==> src/rtl/ir_tx_scheduler.sv <==
// ir_tx_scheduler: buffers encoded letters in an external dual-port RAM and
// launches them one at a time to an IR transmitter, tracking its busy handshake.
module ir_tx_scheduler #(
  parameter int DEPTH = 1000,
  parameter int READ_LATENCY = 2,
  parameter int BUSY_TIMEOUT = 16,
  localparam int AW = $clog2(DEPTH),
  localparam int CW = $clog2(DEPTH + 1)
) (
  input  logic          clk_in,
  input  logic          rst_in,
  input  logic          enable_in,
  input  logic          letter_valid_in,
  input  logic [4:0]    letter_in,
  output logic          ram_wr_en_out,
  output logic [AW-1:0] ram_wr_addr_out,
  output logic [4:0]    ram_wr_data_out,
  output logic [AW-1:0] ram_rd_addr_out,
  input  logic [4:0]    ram_rd_data_in,
  input  logic          tx_busy_in,
  output logic          tx_valid_out,
  output logic [4:0]    tx_data_out,
  output logic [CW-1:0] count_out,
  output logic          full_out,
  output logic          empty_out,
  output logic          overflow_out,
  output logic          timeout_out,
  output logic          tx_done_out
);
  localparam int DW = $clog2(READ_LATENCY + 1);
  localparam int TW = $clog2(BUSY_TIMEOUT + 1);
  typedef enum logic [2:0] {IDLE, READ_WAIT, SEND, WAIT_BUSY_HI, WAIT_BUSY_LO} state_t;
  state_t        r_state;
  logic [AW-1:0] r_wr_ptr, r_rd_ptr, r_pop_addr;
  logic [CW-1:0] r_count;
  logic [DW-1:0] r_delay;
  logic [TW-1:0] r_tcnt;
  logic [4:0]    r_tx_data;
  logic          r_tx_valid, r_tx_done, r_overflow, r_timeout;
  logic          w_wr, w_pop;
  function automatic logic [AW-1:0] inc_ptr(input logic [AW-1:0] p);
    return p == AW'(DEPTH - 1) ? '0 : p + 1'b1;
  endfunction
  assign full_out        = !rst_in && r_count == CW'(DEPTH);
  assign empty_out       = rst_in || r_count == '0;
  assign w_wr            = letter_valid_in && !full_out && !rst_in;
  assign w_pop           = r_state == IDLE && enable_in && !empty_out && !tx_busy_in;
  assign ram_wr_en_out   = w_wr;
  assign ram_wr_addr_out = r_wr_ptr;
  assign ram_wr_data_out = letter_in;
  // In IDLE the head address is already on the read port, so the RAM pipeline
  // has filled by the time the delay counter expires.
  assign ram_rd_addr_out = r_state == READ_WAIT ? r_pop_addr : r_rd_ptr;
  assign count_out       = r_count;
  assign tx_valid_out    = r_tx_valid;
  assign tx_data_out     = r_tx_data;
  assign tx_done_out     = r_tx_done;
  assign overflow_out    = r_overflow;
  assign timeout_out     = r_timeout;
  always_ff @(posedge clk_in) begin
    if (rst_in) begin
      r_state    <= IDLE;
      r_wr_ptr   <= '0;
      r_rd_ptr   <= '0;
      r_pop_addr <= '0;
      r_count    <= '0;
      r_delay    <= '0;
      r_tcnt     <= '0;
      r_tx_data  <= '0;
      r_tx_valid <= 1'b0;
      r_tx_done  <= 1'b0;
      r_overflow <= 1'b0;
      r_timeout  <= 1'b0;
    end else begin
      r_tx_valid <= 1'b0;
      r_tx_done  <= 1'b0;
      r_count    <= r_count + CW'(w_wr) - CW'(w_pop);
      if (w_wr) r_wr_ptr <= inc_ptr(r_wr_ptr);
      if (letter_valid_in && full_out) r_overflow <= 1'b1;
      case (r_state)
        IDLE: if (w_pop) begin
          r_rd_ptr   <= inc_ptr(r_rd_ptr);
          r_pop_addr <= r_rd_ptr;
          r_delay    <= DW'(READ_LATENCY - 1);
          r_state    <= READ_WAIT;
        end
        READ_WAIT: if (r_delay == '0) begin
          r_tx_data  <= ram_rd_data_in;
          r_tx_valid <= 1'b1;
          r_state    <= SEND;
        end else r_delay <= r_delay - 1'b1;
        SEND: begin
          r_tcnt  <= '0;
          r_state <= WAIT_BUSY_HI;
        end
        WAIT_BUSY_HI: if (tx_busy_in) r_state <= WAIT_BUSY_LO;
        else if (r_tcnt == TW'(BUSY_TIMEOUT - 1)) begin
          r_timeout <= 1'b1;
          r_state   <= IDLE;
        end else r_tcnt <= r_tcnt + 1'b1;
        WAIT_BUSY_LO: if (!tx_busy_in) begin
          r_tx_done <= 1'b1;
          r_state   <= IDLE;
        end
        default: r_state <= IDLE;
      endcase
    end
  end
endmodule

==> config.mk <==
export PLATFORM = sky130hd
export DESIGN_NAME = ir_tx_scheduler
export DESIGN_NICKNAME = d
export VERILOG_FILES = /design/src/rtl/ir_tx_scheduler.sv
export SDC_FILE = /design/constraint.sdc
export NUM_CORES = 1
export LEC_CHECK = 0
export CORE_AREA = 2 2 107 109
export CTS_CLUSTER_SIZE = 25
export DETAILED_ROUTE_END_ITERATION = 6
export DIE_AREA = 0 0 109 111
export GPL_TIMING_DRIVEN = 0
export MAX_ROUTING_LAYER = met4
export PLACE_DENSITY = 0.52
export SLEW_MARGIN = 20
export SYNTH_ARGS = -nofsm -noshare
export SYNTH_HDL_FRONTEND = slang
export SYNTH_SLANG_ARGS = --single-unit
export TNS_END_PERCENT = 10
==> constraint.sdc <==
create_clock -name clk_in -period 4.04 [get_ports clk_in]
set_clock_uncertainty 0.2 [all_clocks]
set_input_delay 0.404 -clock clk_in [delete_from_list [all_inputs] [get_ports clk_in]]
set_output_delay 0.404 -clock clk_in [all_outputs]
set_load 0.01 [all_outputs]
* Yosys cells after proc, flatten, opt, wreduce, memory -nomap -nowiden *
Index checks and enable logic that the tools add are counted.
W data, S select, Z words.

word-level totals
  bits in registers = 59
  bits in latches = 0
  RAM bits = 0
  bits in read-only memories = 0
  bits of input ports = 15
  output and inout bits = 47
  word-level logic and storage cells = 78
  memories kept = 0

operators by class
  add/sub/neg operators = 6
  multipliers = 0
  divide/modulo/power cells = 0
  $lt $le $gt $ge = 0
  equality and inequality tests = 15
  shift-type cells = 0
  mux-type cells = 17
  bitwise operators = 3
  reduce and logical (&&, ||, !) cells = 25

operators with widths
  kind                     count
  $eq A10 B10 Y1 const B   3
  $mux W10                 3
  $add A10 B1 Y10 const B  2
  $mux W3                  5
  $pmux W3 S5              1
  $add A10 B1 Y10          1
  $logic_not A10 Y1        1
  $mux W5                  2
  $ne A2 B2 Y1 const B     5
  $pmux W5 S2              1
  $sub A10 B1 Y10          1
  $reduce_and A3 Y1        3
  $logic_and A1 B1 Y1      7
  $eq A3 B2 Y1 const B     2
  $add A5 B1 Y5 const B    1
  $eq A5 B4 Y1 const B     1
  $logic_not A1 Y1         4
  $mux W2                  2
  $pmux W2 S2              1
  $reduce_and A2 Y1        2
  $reduce_and A4 Y1        1
  $reduce_bool A2 Y1       2
  $reduce_or A2 Y1         2
  $eq A3 B1 Y1 const B     1
  other kinds (9)          12

* Longest topological paths before layout *
Gate-level depths: netlist (run 1).

  depth after elaboration = 7
  depth in mapped cells = 15
  mapped depth without buffers = 13

* Least setup slack after synthesis (run 1) *
OpenSTA, ideal clock, no wires.

  path kind = reg-to-reg
  from = register r_count[4] (netlist: count_out[4])
  to = register r_count[8] (netlist: count_out[8])
  library setup time = 0.059 ns
  data arrival time = 3.193 ns
  required time = 3.781 ns
  slack = 0.588 ns
  stages on the path, launching flop included = 16
  buffers on the path = 2
  clock period less this slack = 3.452 ns
  cells stage by stage = dfxtp_1 inv_1 ha_1 nand4_1 o211a_1 buf_4 buf_2 ha_1 inv_1 ha_1 fa_1 a21o_1 a211oi_1 a221oi_1 or4b_1 nand2_1

on the way
  longest elaborated chain between the ends = 7
  elaborated cells between the ends (all ways) = 12
  classes of those cells = add/sub: 2; eq/ne: 1; reduce/logical: 9

RTL lines
  element                            line  text
  start, declared                    35    logic [CW-1:0] r_count;
  start signal, assigned             77    r_count <= r_count + CW'(w_wr) - CW'(w_pop);
  $eq A10 B10 Y1                     44    assign full_out = !rst_in && r_count == CW'(DEPTH);
  $logic_and A1 B1 Y1                44
  $logic_not A1 Y1                   46    assign w_wr = letter_valid_in && !full_out && !rst_in;
  $logic_and A1 B1 Y1 (2 in series)  46
  $add A10 B1 Y10                    77
  $sub A10 B1 Y10 *                  77

Every way passes the cells marked *; elsewhere a longest branch is shown, timed or not.
A chain may end at the register's enable or synchronous reset.

* Worst setup path in the final report (run 1) *
  from = register r_count[2] (netlist: count_out[2])
  to = register r_count[8] (netlist: count_out[8])

The elaborated chain is that of the path after synthesis.

==> results.cfg, run 1 <==
[outcome]
status = finished clean

[setup_path]
critPathArrivalTime_ns = 3.76
crit_buf_inv = 4
critPathMaxFanout = 10
max_stage_delay_ns = 0.47
critPathCaptureType = register
crit_type = reg2reg
cp_top_family = adder cells
worst_setup_path_start_kind = register
cp_data_required_time_ns = 4.10
critPathMostFrequentCell = ha_1
critical_path.cell_chain = inv_1 > ha_1 > nand4_1 > o211a_1 > buf_4 > buf_2 > ha_1 > inv_1 > ha_1 > fa_1 > a21o_1 > a211oi_2 > a221oi_1 > or4b_1 > nand2_1
crit_slowest_cell = or4b_1

[clock_tree]
clk_pin_slew_ns = 0.05
cts_tree = built
worstSkewPairLatency_ns = 0.32
cts_buffer_depth = 2
root_buffer = clkbuf_16
cts.hold.buffers_added = 0
cts_max_level = 3
cts_buffers = 9
cts.sinks = 59

[die]
start_util_pct = 28.8
coreArea_um2 = 11100
die_h_um = 111
io_pins = 62
fp-row-count = 39
fp.dieW_um = 109
die-area_um2 = 12100

[synth]
synth_area_um2 = 3190
ys_warn_count = 0
synth_top_area_cell = dfxtp_1
syn-num-nets = 405
synthMostInstantiatedCell = dfxtp_1
synth_flop_cell = dfxtp_1
yosysTopAreaCellShare_pct = 37.0
synth_edf_count = 0
synth.distinct_cells = 57
yosys-top-cells-area = dfxtp_1, ha_1, nor2_1
syn_inst = 366
avgSynthCellArea_um2 = 8.72
synth_seq_cells = 59
async_reset_ff_share_pct = 0
yosysSeqAreaShare_pct = 37.0
synthTopCellsByCount = dfxtp_1, nor2_1, nand2_1

[layout]
fin_area_um2 = 4260
area_delta_synth_final_pct = 33.5
fin_cells = 580
layout.nets = 471
post_route_cells_drive_above_1_share_pct = 10.3
n_antenna_cell = 0

[place]
placed_cell_area_um2 = 3920
gp_congestion = 0.837
hpwlAfterDp_um = 5630
port_buffers = 55
place_inst = 564

[timing]
holdWs_ns = 0.239
finalHoldViolCount = 0
max_slew_margin_pct = 54.7
period_share_pct = 91.6
tightest_slew_ns = 0.675
max_freq_ghz = 0.270
rsz0062_at_grt = no
finalSetupViolCount = 0
drv_slew = 0
final.setup.tns_ns = 0
period_needed_ns = 3.70

[route]
viasPerCell = 4.69
drc = 0
drt_iter0_drc = 73
wl_per_cell_um = 13.3
via_count = 2721
drt-total-wl_um = 7710
ant_nets = 0
drt_first_pass_iters = 5

[power_and_ir_drop]
power.leakage_nw = 1.63
vdd_drop_max_mv = 0.228
p_per_area_nw_per_um2 = 580

[grt]
antenna_found_initial = 0
grt_use_total_pct = 13.7
grt_pass1_vias = 2634
grt_pass1_wl_um = 12800
grt_start_max_net_pins = 11
grt_overflow = 0

[worst_hold_path]
hold_class = in2reg

[flow_run]
maxCapViolCount = 0
==> worst paths after layout <==
path                       start        endpoint  slack [ns]  cells past startpoint
hold reg to reg   tx_data_out[1]  tx_data_out[1]        0.25                      2
setup reg to reg    count_out[2]    count_out[8]        0.34                     15
setup / recovery    count_out[2]    count_out[8]        0.34                     15
hold / removal            rst_in    count_out[8]        0.24                      3
==> worst min-delay path, delay by kind of cell <==
family        cells  cell delay [ns]
buf+inv           1             0.14
simple gates      2             0.17
==> layout by cell type, fill, tap and decap left out, types with 9 or more instances in the layout <==
cell type,count
nor3_1,11
o21ai_0,9
clkdlybuf4s50_1,55
clkbuf_1,10
mux2_2,13
clkbuf_16,9
nand2_1,31
nand3_1,12
xnor2_1,11
inv_1,21
nor2_1,44
ha_1,23
dfxtp_1,59
a21oi_1,21
==> logic make-up after synthesis <==
group	share of synthesized area, %
xor+xnor	5.21
fa+ha+maj	9.64
flops	37.0
compound gates	13.3
simple gates	22.8
buf+inv	6.27
mux	5.84
==> flip-flops by register name, summed over array words and instances (netlist names), 2 cells and up <==
register and flops:
r_delay 2, r_pop_addr 10, r_rd_ptr 10, ram_wr_addr_out 10
count_out 10, r_state 3, tx_data_out 5, r_tcnt 5
==> power breakdown <==
part | internal (W) | switching [W] | leakage [nW]
logic | 0.000429 | 0.000468 | 0.990
registers | 0.000651 | 0.0000572 | 0.479
clock network | 0.000604 | 0.000265 | 0.161
==> metrics by stage <==
stage / worst slack, ns / power (W) / utilization [%]
floorplan: 0.588 / 0.00135 / -
global placement: 0.0282 / 0.00160 / 35.4
detailed placement: 0.00622 / 0.00161 / 35.4
CTS: 0.216 / 0.00249 / 38.4
global route: 0.0688 / 0.00264 / 38.5
finish: 0.339 / 0.00247 / 38.5
==> metal layers <==
| layer | vias up | wire [um] | GRT usage [%] |
|---|---|---|---|
| met3 | 5 | 406 | 4.23 |
| met2 | 59 | 3530 | 21.3 |
| met4 | 0 | 63 | 3.33 |
| met5 | - | 0 | - |
| li1 | 1397 | - | - |
| met1 | 1260 | 3700 | 17.4 |
==> area by class of cell <==
cell class / instances / area (um2)
fill: 1107 / 6810
multi-input combinational: 265 / 1820
sequential: 59 / 1180
timing repair buffer: 55 / 551
clock buffer: 12 / 236
tap: 143 / 179
buffer: 20 / 118
clock inverter: 4 / 98.8
inverter: 22 / 82.6
==> what timing repair did <==
item / CTS / global route
endpoints found under the hold margin: 0 / 0
gates resized for setup: 0 / 1
buffers inserted: 0 / 0
endpoints found under the setup margin: 0 / 1
(Power assumes the default switching activity.)
==> run 2: changes to the inputs <==
--- a/config.mk
+++ b/config.mk
@@ -5,6 +5,7 @@
 export SDC_FILE = /design/constraint.sdc
 export NUM_CORES = 1
 export LEC_CHECK = 0
+export CAP_MARGIN = 20
 export CORE_AREA = 2 2 107 109
 export CTS_CLUSTER_SIZE = 25
 export DETAILED_ROUTE_END_ITERATION = 6
==> results of run 2 <==
Same layout as run 1: the final DEF is identical, and so are final timing and power.
